===== config.mk =====
export PLATFORM = sky130hd
export DESIGN_NAME = id_stage_pipe_flat
export DESIGN_NICKNAME = d
export VERILOG_FILES = /design/src/rtl/id_pkg.sv /design/src/rtl/id_stage_pipe_if.sv /design/src/rtl/id_fwd_sel.sv /design/src/rtl/id_stage_pipe.sv /design/src/flat_wrapper.sv
export SDC_FILE = /design/constraint.sdc
export NUM_CORES = 1
export LEC_CHECK = 0
export ABC_AREA = 1
export BUFFER_PORTS_ARGS = -buffer_cell sky130_fd_sc_hd__clkbuf_2
export CAP_MARGIN = 20
export CORE_ASPECT_RATIO = 1.5
export CORE_MARGIN = 5
export CORE_UTILIZATION = 40
export CTS_CLUSTER_DIAMETER = 100
export DETAILED_ROUTE_END_ITERATION = 12
export HOLD_SLACK_MARGIN = 0.05
export PLACE_DENSITY = 0.66
export SLEW_MARGIN = 25
export SYNTH_ARGS = -nofsm -noshare
export SYNTH_HDL_FRONTEND = slang
export SYNTH_SLANG_ARGS = --single-unit

===== constraint.sdc =====
create_clock -name clk -period 5.09 [get_ports clk]
set_input_delay 0.2545 -clock clk [delete_from_list [all_inputs] [get_ports clk]]
set_output_delay 0.2545 -clock clk [all_outputs]
set_load 0.005 [all_outputs]

===== src/rtl/id_pkg.sv =====
// RV32I decode stage shared definitions: opcodes, immediate extraction, decoded-op control word.
// Latency: n/a (types and pure functions only).
// Backpressure: n/a.
package id_pkg;

    // Major opcodes (inst[6:0]) recognised by the decode stage.
    localparam logic [6:0] LUI    = 7'b0110111;
    localparam logic [6:0] AUIPC  = 7'b0010111;
    localparam logic [6:0] JAL    = 7'b1101111;
    localparam logic [6:0] JALR   = 7'b1100111;
    localparam logic [6:0] BRANCH = 7'b1100011;
    localparam logic [6:0] LOAD   = 7'b0000011;
    localparam logic [6:0] STORE  = 7'b0100011;
    localparam logic [6:0] OPIMM  = 7'b0010011;
    localparam logic [6:0] OP     = 7'b0110011;

    // Control part of a decoded op; data fields are XLEN-wide and live in the stage itself.
    typedef struct packed {
        logic [6:0] op;
        logic [2:0] f3;
        logic       alt;
        logic       we;
    } dec_ctl_t;

    // Operand A / B source selects produced by the decoder.
    typedef enum logic [1:0] {
        OPA_ZERO,
        OPA_RS1,
        OPA_PC
    } opa_e;

    typedef enum logic [1:0] {
        OPB_ZERO,
        OPB_RS2,
        OPB_IMM,
        OPB_FOUR
    } opb_e;

    // Immediate extraction, 32-bit sign-extended results.
    function automatic logic [31:0] imm_i(input logic [31:0] inst);
        return {{20{inst[31]}}, inst[31:20]};
    endfunction

    function automatic logic [31:0] imm_s(input logic [31:0] inst);
        return {{20{inst[31]}}, inst[31:25], inst[11:7]};
    endfunction

    function automatic logic [31:0] imm_b(input logic [31:0] inst);
        return {{19{inst[31]}}, inst[31], inst[7], inst[30:25], inst[11:8], 1'b0};
    endfunction

    function automatic logic [31:0] imm_u(input logic [31:0] inst);
        return {inst[31:12], 12'b0};
    endfunction

    function automatic logic [31:0] imm_j(input logic [31:0] inst);
        return {{11{inst[31]}}, inst[31], inst[19:12], inst[20], inst[30:21], 1'b0};
    endfunction

endpackage


===== src/rtl/id_stage_pipe_if.sv =====
// Bundle of the decode stage's IF-side, regfile, forwarding, flush and EX-side signals.
// Latency: n/a (wiring only).
// Backpressure: in_valid/in_ready upstream, out_valid/out_ready downstream.
interface id_stage_pipe_if #(
    parameter int XLEN = 32,
    parameter int NFWD = 2,
    parameter int RAW  = 5
);
    // IF side
    logic                 in_valid;
    logic                 in_ready;
    logic [XLEN-1:0]      in_pc;
    logic [31:0]          in_inst;
    // register-file read ports (combinational)
    logic                 re1;
    logic                 re2;
    logic [RAW-1:0]       ra1;
    logic [RAW-1:0]       ra2;
    logic [XLEN-1:0]      rn1;
    logic [XLEN-1:0]      rn2;
    // forwarding sources, index 0 = youngest / highest priority
    logic [NFWD-1:0]      fwd_we;
    logic [NFWD-1:0]      fwd_pend;
    logic [NFWD*RAW-1:0]  fwd_wa;
    logic [NFWD*XLEN-1:0] fwd_wn;
    // redirect
    logic                 flush;
    // EX side
    logic                 out_valid;
    logic                 out_ready;
    logic [6:0]           out_op;
    logic [2:0]           out_f3;
    logic                 out_alt;
    logic [XLEN-1:0]      out_a;
    logic [XLEN-1:0]      out_b;
    logic [XLEN-1:0]      out_imm;
    logic [RAW-1:0]       out_wa;
    logic                 out_we;
    logic [XLEN-1:0]      out_tgt;

    // Environment view (fetch, regfile, later stages).
    modport master (
        output in_valid, in_pc, in_inst, rn1, rn2,
        output fwd_we, fwd_pend, fwd_wa, fwd_wn, flush, out_ready,
        input  in_ready, re1, re2, ra1, ra2,
        input  out_valid, out_op, out_f3, out_alt, out_a, out_b,
        input  out_imm, out_wa, out_we, out_tgt
    );

    // Decode stage view.
    modport slave (
        input  in_valid, in_pc, in_inst, rn1, rn2,
        input  fwd_we, fwd_pend, fwd_wa, fwd_wn, flush, out_ready,
        output in_ready, re1, re2, ra1, ra2,
        output out_valid, out_op, out_f3, out_alt, out_a, out_b,
        output out_imm, out_wa, out_we, out_tgt
    );
endinterface


===== src/rtl/id_fwd_sel.sv =====
// Per-operand forwarding select: picks highest-priority matching source, else regfile data; x0 reads 0.
// Latency: combinational.
// Backpressure: none; pend reports that the winning source has no result yet.
// Ports: ra (read address), rn (regfile data), fwd_* (packed sources), val (operand), pend (stall request).
module id_fwd_sel #(
    parameter int NFWD = 2,
    parameter int XLEN = 32,
    parameter int RAW  = 5
) (
    input  logic [RAW-1:0]       ra,
    input  logic [XLEN-1:0]      rn,
    input  logic [NFWD-1:0]      fwd_we,
    input  logic [NFWD-1:0]      fwd_pend,
    input  logic [NFWD*RAW-1:0]  fwd_wa,
    input  logic [NFWD*XLEN-1:0] fwd_wn,
    output logic [XLEN-1:0]      val,
    output logic                 pend
);

    always_comb begin
        val  = rn;
        pend = 1'b0;
        // Walk from lowest to highest priority so the youngest match is written last and wins;
        // a pending younger match therefore masks any older ready value.
        for (int i = NFWD - 1; i >= 0; i--) begin
            if (fwd_we[i] && (fwd_wa[i*RAW +: RAW] == ra)) begin
                val  = fwd_wn[i*XLEN +: XLEN];
                pend = fwd_pend[i];
            end
        end
        // x0 is hard-wired: never forward to it and never stall on it.
        if (ra == '0) begin
            val  = '0;
            pend = 1'b0;
        end
    end

endmodule


===== src/rtl/id_stage_pipe.sv =====
// Registered RV32I decode stage with forwarding, load-use stall/bubble and flush.
// Latency: one cycle from in_valid&&in_ready to out_valid.
// Backpressure: holds outputs while out_valid&&!out_ready; in_ready drops on load-use hazard or full stage.
// Ports: clk, rst (sync, active-high) and bus (slave view of id_stage_pipe_if).
module id_stage_pipe
    import id_pkg::*;
#(
    parameter int XLEN = 32,
    parameter int NFWD = 2,
    parameter int RAW  = 5
) (
    input  logic           clk,
    input  logic           rst,
    id_stage_pipe_if.slave bus
);

    // ------------------------------------------------------------------
    // Field extraction
    // ------------------------------------------------------------------
    logic [31:0]    inst;
    logic [6:0]     opc;
    logic [RAW-1:0] rd;
    logic [RAW-1:0] rs1;
    logic [RAW-1:0] rs2;

    assign inst = bus.in_inst;
    assign opc  = inst[6:0];
    assign rd   = RAW'(inst[11:7]);
    assign rs1  = RAW'(inst[19:15]);
    assign rs2  = RAW'(inst[24:20]);

    function automatic logic [XLEN-1:0] sx(input logic [31:0] v);
        return XLEN'($signed(v));
    endfunction

    // ------------------------------------------------------------------
    // Opcode decode: control word, read enables, operand selects, imm, target
    // ------------------------------------------------------------------
    dec_ctl_t        ctl_c;
    logic            re1_c;
    logic            re2_c;
    logic            wr_c;
    logic            shamt_c;
    opa_e            a_sel;
    opb_e            b_sel;
    logic [XLEN-1:0] imm_c;
    logic [XLEN-1:0] bimm_c;
    logic [XLEN-1:0] tgt_c;
    logic [RAW-1:0]  wa_c;

    always_comb begin
        ctl_c     = '0;
        ctl_c.op  = opc;
        ctl_c.f3  = inst[14:12];
        ctl_c.alt = inst[30];
        re1_c     = 1'b0;
        re2_c     = 1'b0;
        wr_c      = 1'b0;
        shamt_c   = 1'b0;
        a_sel     = OPA_ZERO;
        b_sel     = OPB_ZERO;
        imm_c     = '0;
        bimm_c    = '0;
        tgt_c     = '0;
        wa_c      = '0;

        case (opc)
            LUI: begin
                wr_c  = 1'b1;
                imm_c = sx(imm_u(inst));
                b_sel = OPB_IMM;
            end
            AUIPC: begin
                wr_c  = 1'b1;
                imm_c = sx(imm_u(inst));
                a_sel = OPA_PC;
                b_sel = OPB_IMM;
            end
            OP: begin
                wr_c  = 1'b1;
                re1_c = 1'b1;
                re2_c = 1'b1;
                a_sel = OPA_RS1;
                b_sel = OPB_RS2;
            end
            OPIMM: begin
                wr_c    = 1'b1;
                re1_c   = 1'b1;
                imm_c   = sx(imm_i(inst));
                a_sel   = OPA_RS1;
                b_sel   = OPB_IMM;
                // SLLI/SRLI/SRAI: operand B is the raw shift amount, not the I-immediate
                shamt_c = (inst[13:12] == 2'b01);
            end
            LOAD: begin
                wr_c  = 1'b1;
                re1_c = 1'b1;
                imm_c = sx(imm_i(inst));
                a_sel = OPA_RS1;
                b_sel = OPB_IMM;
            end
            STORE: begin
                re1_c = 1'b1;
                re2_c = 1'b1;
                imm_c = sx(imm_s(inst));
                a_sel = OPA_RS1;
                b_sel = OPB_RS2;
            end
            BRANCH: begin
                re1_c = 1'b1;
                re2_c = 1'b1;
                imm_c = sx(imm_b(inst));
                a_sel = OPA_RS1;
                b_sel = OPB_RS2;
                tgt_c = bus.in_pc + imm_c;
            end
            JAL: begin
                wr_c  = 1'b1;
                imm_c = sx(imm_j(inst));
                a_sel = OPA_PC;
                b_sel = OPB_FOUR;
                tgt_c = bus.in_pc + imm_c;
            end
            JALR: begin
                // Target is rs1+imm, formed in EX; only the operands are prepared here.
                wr_c  = 1'b1;
                re1_c = 1'b1;
                imm_c = sx(imm_i(inst));
                a_sel = OPA_RS1;
                b_sel = OPB_IMM;
            end
            default: begin
                // Unknown opcodes flow through as NOPs.
            end
        endcase

        bimm_c   = shamt_c ? XLEN'(inst[24:20]) : imm_c;
        // Writes to x0 are suppressed; the destination is only meaningful when writing.
        ctl_c.we = wr_c && (rd != '0);
        wa_c     = ctl_c.we ? rd : '0;
    end

    // Register-file read ports are quiet when no instruction is offered.
    logic re1_o;
    logic re2_o;
    logic [RAW-1:0] ra1_o;
    logic [RAW-1:0] ra2_o;

    assign re1_o   = bus.in_valid && re1_c;
    assign re2_o   = bus.in_valid && re2_c;
    assign ra1_o   = re1_o ? rs1 : '0;
    assign ra2_o   = re2_o ? rs2 : '0;
    assign bus.re1 = re1_o;
    assign bus.re2 = re2_o;
    assign bus.ra1 = ra1_o;
    assign bus.ra2 = ra2_o;

    // ------------------------------------------------------------------
    // Forwarding network, one selector per source operand
    // ------------------------------------------------------------------
    logic [XLEN-1:0] rs1_val;
    logic [XLEN-1:0] rs2_val;
    logic            pend1;
    logic            pend2;

    id_fwd_sel #(.NFWD(NFWD), .XLEN(XLEN), .RAW(RAW)) u_fwd1 (
        .ra       (ra1_o),
        .rn       (bus.rn1),
        .fwd_we   (bus.fwd_we),
        .fwd_pend (bus.fwd_pend),
        .fwd_wa   (bus.fwd_wa),
        .fwd_wn   (bus.fwd_wn),
        .val      (rs1_val),
        .pend     (pend1)
    );

    id_fwd_sel #(.NFWD(NFWD), .XLEN(XLEN), .RAW(RAW)) u_fwd2 (
        .ra       (ra2_o),
        .rn       (bus.rn2),
        .fwd_we   (bus.fwd_we),
        .fwd_pend (bus.fwd_pend),
        .fwd_wa   (bus.fwd_wa),
        .fwd_wn   (bus.fwd_wn),
        .val      (rs2_val),
        .pend     (pend2)
    );

    logic [XLEN-1:0] a_c;
    logic [XLEN-1:0] b_c;

    always_comb begin
        a_c = '0;
        b_c = '0;
        case (a_sel)
            OPA_RS1: a_c = rs1_val;
            OPA_PC:  a_c = bus.in_pc;
            default: a_c = '0;
        endcase
        case (b_sel)
            OPB_RS2:  b_c = rs2_val;
            OPB_IMM:  b_c = bimm_c;
            OPB_FOUR: b_c = XLEN'(32'd4);
            default:  b_c = '0;
        endcase
    end

    // ------------------------------------------------------------------
    // Handshake
    // ------------------------------------------------------------------
    logic vld_q;
    logic hazard;
    logic in_rdy;
    logic fire;

    // pend1/pend2 are already masked for x0 and for unused operands (ra forced to 0).
    assign hazard       = bus.in_valid && (pend1 || pend2);
    // Flush always swallows the offered instruction so fetch can move to the new path.
    assign in_rdy       = bus.flush || (!hazard && (!vld_q || bus.out_ready));
    assign fire         = bus.in_valid && in_rdy;
    assign bus.in_ready = in_rdy;

    // ------------------------------------------------------------------
    // Output register
    // ------------------------------------------------------------------
    dec_ctl_t        ctl_q;
    logic [XLEN-1:0] a_q;
    logic [XLEN-1:0] b_q;
    logic [XLEN-1:0] imm_q;
    logic [XLEN-1:0] tgt_q;
    logic [RAW-1:0]  wa_q;

    always_ff @(posedge clk) begin
        if (rst) begin
            vld_q <= 1'b0;
            ctl_q <= '0;
            a_q   <= '0;
            b_q   <= '0;
            imm_q <= '0;
            tgt_q <= '0;
            wa_q  <= '0;
        end else if (bus.flush) begin
            vld_q <= 1'b0;
        end else if (fire) begin
            // An all-zero word is an IF bubble: consumed but never issued.
            vld_q <= (inst != 32'd0);
            ctl_q <= ctl_c;
            a_q   <= a_c;
            b_q   <= b_c;
            imm_q <= imm_c;
            tgt_q <= tgt_c;
            wa_q  <= wa_c;
        end else if (bus.out_ready) begin
            // Held op drained with nothing behind it (hazard or idle): present a bubble.
            vld_q <= 1'b0;
        end
    end

    assign bus.out_valid = vld_q;
    assign bus.out_op    = ctl_q.op;
    assign bus.out_f3    = ctl_q.f3;
    assign bus.out_alt   = ctl_q.alt;
    assign bus.out_we    = ctl_q.we;
    assign bus.out_a     = a_q;
    assign bus.out_b     = b_q;
    assign bus.out_imm   = imm_q;
    assign bus.out_tgt   = tgt_q;
    assign bus.out_wa    = wa_q;

endmodule


===== src/flat_wrapper.sv =====
// flat-port wrapper written by rule: the top's interface ports become plain ports
module id_stage_pipe_flat import id_pkg::*;
#(
    parameter int XLEN = 32,
    parameter int NFWD = 2,
    parameter int RAW  = 5
)
  (clk, rst, bus_in_valid, bus_in_pc, bus_in_inst, bus_rn1, bus_rn2, bus_fwd_we, bus_fwd_pend, bus_fwd_wa, bus_fwd_wn, bus_flush, bus_out_ready, bus_in_ready, bus_re1, bus_re2, bus_ra1, bus_ra2, bus_out_valid, bus_out_op, bus_out_f3, bus_out_alt, bus_out_a, bus_out_b, bus_out_imm, bus_out_wa, bus_out_we, bus_out_tgt);
  id_stage_pipe_if #(.XLEN(XLEN), .NFWD(NFWD), .RAW(RAW)) bus_i ();
  input  logic clk;
  input  logic rst;
  input wire logic [$bits(bus_i.in_valid)-1:0] bus_in_valid;
  input wire logic [$bits(bus_i.in_pc)-1:0] bus_in_pc;
  input wire logic [$bits(bus_i.in_inst)-1:0] bus_in_inst;
  input wire logic [$bits(bus_i.rn1)-1:0] bus_rn1;
  input wire logic [$bits(bus_i.rn2)-1:0] bus_rn2;
  input wire logic [$bits(bus_i.fwd_we)-1:0] bus_fwd_we;
  input wire logic [$bits(bus_i.fwd_pend)-1:0] bus_fwd_pend;
  input wire logic [$bits(bus_i.fwd_wa)-1:0] bus_fwd_wa;
  input wire logic [$bits(bus_i.fwd_wn)-1:0] bus_fwd_wn;
  input wire logic [$bits(bus_i.flush)-1:0] bus_flush;
  input wire logic [$bits(bus_i.out_ready)-1:0] bus_out_ready;
  output wire logic [$bits(bus_i.in_ready)-1:0] bus_in_ready;
  output wire logic [$bits(bus_i.re1)-1:0] bus_re1;
  output wire logic [$bits(bus_i.re2)-1:0] bus_re2;
  output wire logic [$bits(bus_i.ra1)-1:0] bus_ra1;
  output wire logic [$bits(bus_i.ra2)-1:0] bus_ra2;
  output wire logic [$bits(bus_i.out_valid)-1:0] bus_out_valid;
  output wire logic [$bits(bus_i.out_op)-1:0] bus_out_op;
  output wire logic [$bits(bus_i.out_f3)-1:0] bus_out_f3;
  output wire logic [$bits(bus_i.out_alt)-1:0] bus_out_alt;
  output wire logic [$bits(bus_i.out_a)-1:0] bus_out_a;
  output wire logic [$bits(bus_i.out_b)-1:0] bus_out_b;
  output wire logic [$bits(bus_i.out_imm)-1:0] bus_out_imm;
  output wire logic [$bits(bus_i.out_wa)-1:0] bus_out_wa;
  output wire logic [$bits(bus_i.out_we)-1:0] bus_out_we;
  output wire logic [$bits(bus_i.out_tgt)-1:0] bus_out_tgt;
  assign bus_i.in_valid = bus_in_valid;
  assign bus_i.in_pc = bus_in_pc;
  assign bus_i.in_inst = bus_in_inst;
  assign bus_i.rn1 = bus_rn1;
  assign bus_i.rn2 = bus_rn2;
  assign bus_i.fwd_we = bus_fwd_we;
  assign bus_i.fwd_pend = bus_fwd_pend;
  assign bus_i.fwd_wa = bus_fwd_wa;
  assign bus_i.fwd_wn = bus_fwd_wn;
  assign bus_i.flush = bus_flush;
  assign bus_i.out_ready = bus_out_ready;
  assign bus_in_ready = bus_i.in_ready;
  assign bus_re1 = bus_i.re1;
  assign bus_re2 = bus_i.re2;
  assign bus_ra1 = bus_i.ra1;
  assign bus_ra2 = bus_i.ra2;
  assign bus_out_valid = bus_i.out_valid;
  assign bus_out_op = bus_i.out_op;
  assign bus_out_f3 = bus_i.out_f3;
  assign bus_out_alt = bus_i.out_alt;
  assign bus_out_a = bus_i.out_a;
  assign bus_out_b = bus_i.out_b;
  assign bus_out_imm = bus_i.out_imm;
  assign bus_out_wa = bus_i.out_wa;
  assign bus_out_we = bus_i.out_we;
  assign bus_out_tgt = bus_i.out_tgt;
  id_stage_pipe #(.XLEN(XLEN), .NFWD(NFWD), .RAW(RAW)) u_core (.clk(clk), .rst(rst), .bus(bus_i));
endmodule

# Word-level counts from Yosys, hierarchy flattened
# Cells that the tools add are included.
# word_totals
ff_bits	146
in_bits	211
out_inout_bits	159
elab_cells	89
# classes
addsub	2
eq_ne	19
mux	28
bitwise	1
reduce_logical	29
# ops
cell	count
$mux 32	7
$pmux 32 s5	1
$pmux 32 s2	2
$pmux 32 s3	1
$add 32x32->32	2
$reduce_bool 32->1	1
$eq 7x6->1 const B	3
$eq 7x7->1 const B	3
$eq 5x5->1	4
$mux 5	3
$eq 7x5->1 const B	2
$mux 1	12
$logic_and 1x1->1	10
$logic_not 5->1	2
$eq 7x2->1 const B	1
$reduce_or 7->1	1
$eq 2x1->1 const B	3
$eq 2x2->1 const B	3
$pmux 2 s3	1
$reduce_or 2->1	3
$reduce_or 3->1	2
$reduce_or 6->1	1
$reduce_bool 5->1	1
$reduce_or 5->1	1
6 further kinds	9

# Depth between registers and ports, before layout
# logic_depth
ltp_word	17
mapped_depth	27
mapped_depth_nobuf	25

# Modules after synthesis
# Synthesis repeated with hierarchy kept, for this count alone.
# unflattened
cells_unflattened	2104
hier_area_um2	11803.8
# by_module_without_submodules
module	instances	cells_each	area_per_inst_um2	seq_area_each_um2
id_stage_pipe	1	1498	9066.2	2922.8
id_fwd_sel	2	303	1368.8	0.0

# Worst setup path before layout
# No wires, ideal clock.
# synth_path
path_kind	in2reg
startpoint	input bus_in_inst[4]
endpoint	register u_core.tgt_q[21] (netlist: u_core.bus.out_tgt[21])
setup_ns	0.113
arrival_ns	3.775
required_ns	4.977
path_slack_ns	1.203
stages	26
n_path_buf	2
path_cell_list	inv_2 nand2_1 nor2_1 inv_1 nor4_1 inv_1 clkbuf_1 clkbuf_1 o21ai_0 ha_1 inv_1 fa_1 o31ai_1 inv_1 nor2_1 nor2_1 o21ai_0 a21boi_0 o21ai_0 nand2_1 nand2_1 nand2_1 nand3_1 nand2_1 nand2_1 nor2_1
# synth_between
elab_chain_len	17
word_cells_on_any_way	39
cone_classes	eq/ne (11); mux (11); reduce/logical (17)
# synth_lines
item	line	rtl
from (decl)	flat_wrapper.sv:14	input wire logic [$bits(bus_i.in_inst)-1:0] bus_in_inst;
$eq 7x6->1 (tied with other cells)	id_stage_pipe.sv:67	case (opc)
$reduce_or 6->1 (no source line) / $reduce_or 3->1 (equally long branches)	n/a	
$mux 1	id_stage_pipe.sv:67	
$logic_and 1x1->1 (on tied branches)	id_stage_pipe.sv:149, id_stage_pipe.sv:150	
$mux 5 (on tied branches)	id_stage_pipe.sv:151, id_stage_pipe.sv:152	
$eq 5x5->1	id_fwd_sel.sv:26	if (fwd_we[i] && (fwd_wa[i*RAW +: RAW] == ra)) begin
$logic_and 1x1->1	id_fwd_sel.sv:26	
$mux 1 (2 in a row)	id_fwd_sel.sv:26	
$mux 1	id_fwd_sel.sv:32	if (ra == '0) begin
$logic_or 1x1->1	id_stage_pipe.sv:216	assign hazard = bus.in_valid && (pend1 || pend2);
$logic_and 1x1->1	id_stage_pipe.sv:216	
$logic_not 1->1	id_stage_pipe.sv:218	assign in_rdy = bus.flush || (!hazard && (!vld_q || bus.out_ready));
$logic_and 1x1->1	id_stage_pipe.sv:218	
$logic_or 1x1->1	id_stage_pipe.sv:218	
$logic_and 1x1->1	id_stage_pipe.sv:219	assign fire = bus.in_valid && in_rdy;
$reduce_and 2->1 (no source line)	n/a	
to (signal assigned)	id_stage_pipe.sv:250	tgt_q <= tgt_c;
to (decl)	id_stage_pipe.sv:229	logic [XLEN-1:0] tgt_q;
# Parallel ways exist; a longest one is shown, timed or not.
# A chain may end at the register's enable or synchronous reset.

# Final worst setup path
# layout_path
startpoint	input bus_in_inst[4]
endpoint	register u_core.tgt_q[20] (netlist: u_core.bus.out_tgt[20])
# The elaborated chain is that of the path after synthesis.

==> impl_results.md <==
- Min-Delay Path Depth: 5
- Number of enable-type register cells in the synthesized netlist: 0
- Clock Tree Root: sky130_fd_sc_hd__clkbuf_16
- Largest net degree at the start of global routing: 152
- HP Class: input port to flop
- Initial antenna violation count: 3
- Warnings, synthesis: 0
- Overall routed net length: 54100 µm
- Final core occ: 51.0%
- TNS Setup: 0 ps
- Critical path startpoint category: input port
- Detailed-route vias per instance: ~5.4
- Tcrit/Tclk final: between 70% and 80%
- Slew margin rel.: 36.7%
- Filler-free cell count of the finished design: 2568
- Critical register-to-register path endpoint: u_core.bus.out_a[4]
- Number of global-route vias before repair: approximately 13000
- Routability-driven placement congestion ratio: 1.01
- Total number of nets in the final design: 2460
- Cell with the biggest individual delay on the critical path: sky130_fd_sc_hd__o21ai_0
- End of the worst hold path: u_core.bus.out_op[1]
- Total core area: 26600 µm²
- Outcome: complete, no violations
- Classification of the worst setup path: input port to flop
- Power density over cell area: ~260 nW/µm²
- Leakage dissipation: 7.24 nW
- Count of cell types in the netlist: 39
- Via Count: roughly 14000
- Worst path top cell family by delay: compound AO/OA/AOI/OAI gates
- DRC violations left: 0
- Clock latency on the worst-skew pair: ~450 ps
- Actual transition at the worst max-transition pin: 945 ps
- Worst Clk Skew: 10.2 ps
- Die area: 30500 µm²
- CP endpoint kind: flop
- Cell area after layout: roughly 14000 µm²
- Synthesized cell area: 10800 µm²
- First-pass GRT wire length: 78100 µm
- Share of synthesized area occupied by flip-flops and latches: 27.0%
- Post-CTS setup buffer count: 0
- Worst vdd ir: 0.253 mV
- Reg-to-reg critical path startpoint: u_core.bus.out_valid
- Final antenna-violating net count: 0
- Slew Limit Fails: 0
- Clock buffers created by TritonCTS: 17
- Horizontal extent of the die: 144 µm
- Hold buffers post-CTS: 0
- Minimum period implied by the final worst setup slack: 4060 ps
- Clk slew on worst S/H paths: 60 ps
- Synthesis-stage register bit count: 146
- Number of buffers inserted by port buffering: about 370
- Top cell types by occurrence after synthesis: 607 x sky130_fd_sc_hd__nand2_1, 426 x sky130_fd_sc_hd__nor2_1, 179 x sky130_fd_sc_hd__inv_1
- Synthesis-to-layout area growth: 25.3%
- Most common cell in the synthesized netlist: sky130_fd_sc_hd__nand2_1
- Cell repeated most along the worst path: sky130_fd_sc_hd__nand2_1
- Starting density of the core: 40.7%
- Clock tree from TritonCTS: built
- Syn nets: between 2000 and 2500
- Worst hold slack after final layout: 126 ps
- Setup Slack @ Placement: 660 ps
- H-tree depth: 4
- Worst-case setup margin in the final layout: 1030 ps
- Portion of synthesized cell area occupied by the leading cell type: 27.0%
- Count of instances resized after the clock tree is built: 0
- Post-Syn Instances: 1902
- Average instance area after synthesis: 5.69 µm²
- R2R Setup Slk: 3170 ps
- Worst EP required: 5470 ps
- Number of optimization iterations in the first detailed-route pass: 6
- Source of the worst hold timing path: bus_in_inst[1]
- CP Data Arrival Time: 4440 ps
- Cell count after placement: 2534
- Max Cap Viol: 0
- Die boundary height: approximately 210 µm
- Placement Rows: 73
- Power consumption: 3.57 mW
- Proportion of register bits with asynchronous set or reset after synthesis: 0%
- Ports: 370
- CP max FO: 18
- Tot GR Track Use: 34.3%
- Average wire length per cell after detail routing: 21.1 µm
- Worst reg-to-reg path cell count: 10
- Share of final-layout standard cells stronger than drive strength 1: 20.6%
- First DRT Iteration DRCs: 1405
- Top cells by area, synth: sky130_fd_sc_hd__dfxtp_1 27%, sky130_fd_sc_hd__nand2_1 21%, sky130_fd_sc_hd__nor2_1 15%
- Final setup vio count: 0
- Post-synth top flop: sky130_fd_sc_hd__dfxtp_1
- Post-detailed-placement half-perimeter wirelength: 43900 µm
- Clk sink count: ~150
- Standard cell area after detailed placement: 12900 µm²
- Unrepaired setup endpoints after global routing: false
- Hold violation count in the final report: 0
- Peak clock frequency supported by timing: 247 MHz
- Delay of the slowest critical-path stage: 600 ps
- Worst path bufs/invs: 8
- Area leader, netlist: sky130_fd_sc_hd__dfxtp_1
- Maximum buffer depth of the clock tree: 2
- Residual overflow from global routing: 0
## cells by family after synthesis
family,synth area share (%)
fa+ha+maj,3.88
simple gates,41.9
flops,27.0
buf+inv,10.5
compound gates,16.4
xor+xnor,0.324
## metal layers
layer  GRT usage (%)  vias to the layer above  wire, µm
li1                -                     6643         -
met1            38.3                     6235     19200
met2            60.9                      720     27100
met3            4.81                      146      4160
met4            20.3                        0      3580
met5               0                        -         0
## power by group
part           total [mW]  switching (mW)  internal (mW)
clock                1.50           0.537          0.961
combinational       0.810           0.521          0.288
sequential           1.26          0.0472           1.21
total                3.57            1.11           2.46
## tightest hold or removal path, delay by kind of cell
family                 cells  cell delay, ps
buffers and inverters      2             150
AND/OR/NAND/NOR            3             120
## worst max path at each step
stage / startpoint / endpoint / slack (ps) / cells after the start
after floorplan: bus_in_inst[4] / u_core.bus.out_tgt[21] / 1200 / 26
after global placement: bus_in_inst[4] / u_core.bus.out_tgt[20] / 730 / 26
after detailed placement: bus_in_inst[4] / u_core.bus.out_tgt[20] / 660 / 26
after CTS: bus_in_inst[4] / u_core.bus.out_tgt[20] / 1110 / 26
after global routing: bus_in_inst[4] / u_core.bus.out_tgt[20] / 710 / 26
final: bus_in_inst[4] / u_core.bus.out_tgt[20] / 1030 / 26
## flip-flops by register name, summed over array words and instances (netlist names)
| signal | cells |
|---|---|
| u_core.bus.out_valid | 1 |
| u_core.bus.out_op | 7 |
| u_core.bus.out_f3 | 3 |
| u_core.bus.out_a | 32 |
| u_core.bus.out_b | 32 |
| u_core.bus.out_we | 1 |
| u_core.bus.out_imm | 32 |
| u_core.bus.out_alt | 1 |
| u_core.bus.out_tgt | 32 |
| u_core.bus.out_wa | 5 |
## final cells by class
class | instances | area (µm²)
inverters | 185 | 697
multi-input cells | 1476 | 6810
repair buffers | 390 | 2020
flip-flops and latches | 146 | 2920
clock buffers | 20 | 467
clock inverters | 12 | 228
fillers | 2914 | 13000
diodes | 2 | 5.00
well taps | 337 | 422
## cell usage in the layout (no fill, tap or decap), drive strengths merged
cell      instances
dfxtp           146
fa                1
ha               32
clkinv            5
a21boi           10
o31ai             1
a31oi             8
clkinvlp          1
o21a             37
o41ai             1
nand2           607
bufinv            6
a221oi            2
a211oi            1
xnor2             1
nor4              7
or2              16
o22ai             1
buf              21
o21ai            83
a21oi            83
nand4            21
inv             185
nand3            56
o211ai           48
nor2            429
xor2              3
nor3             11
clkbuf          389
a22oi            13
a21o              1
o21bai            3
diode             2
Note: power is estimated with default switching activity, not from simulation.
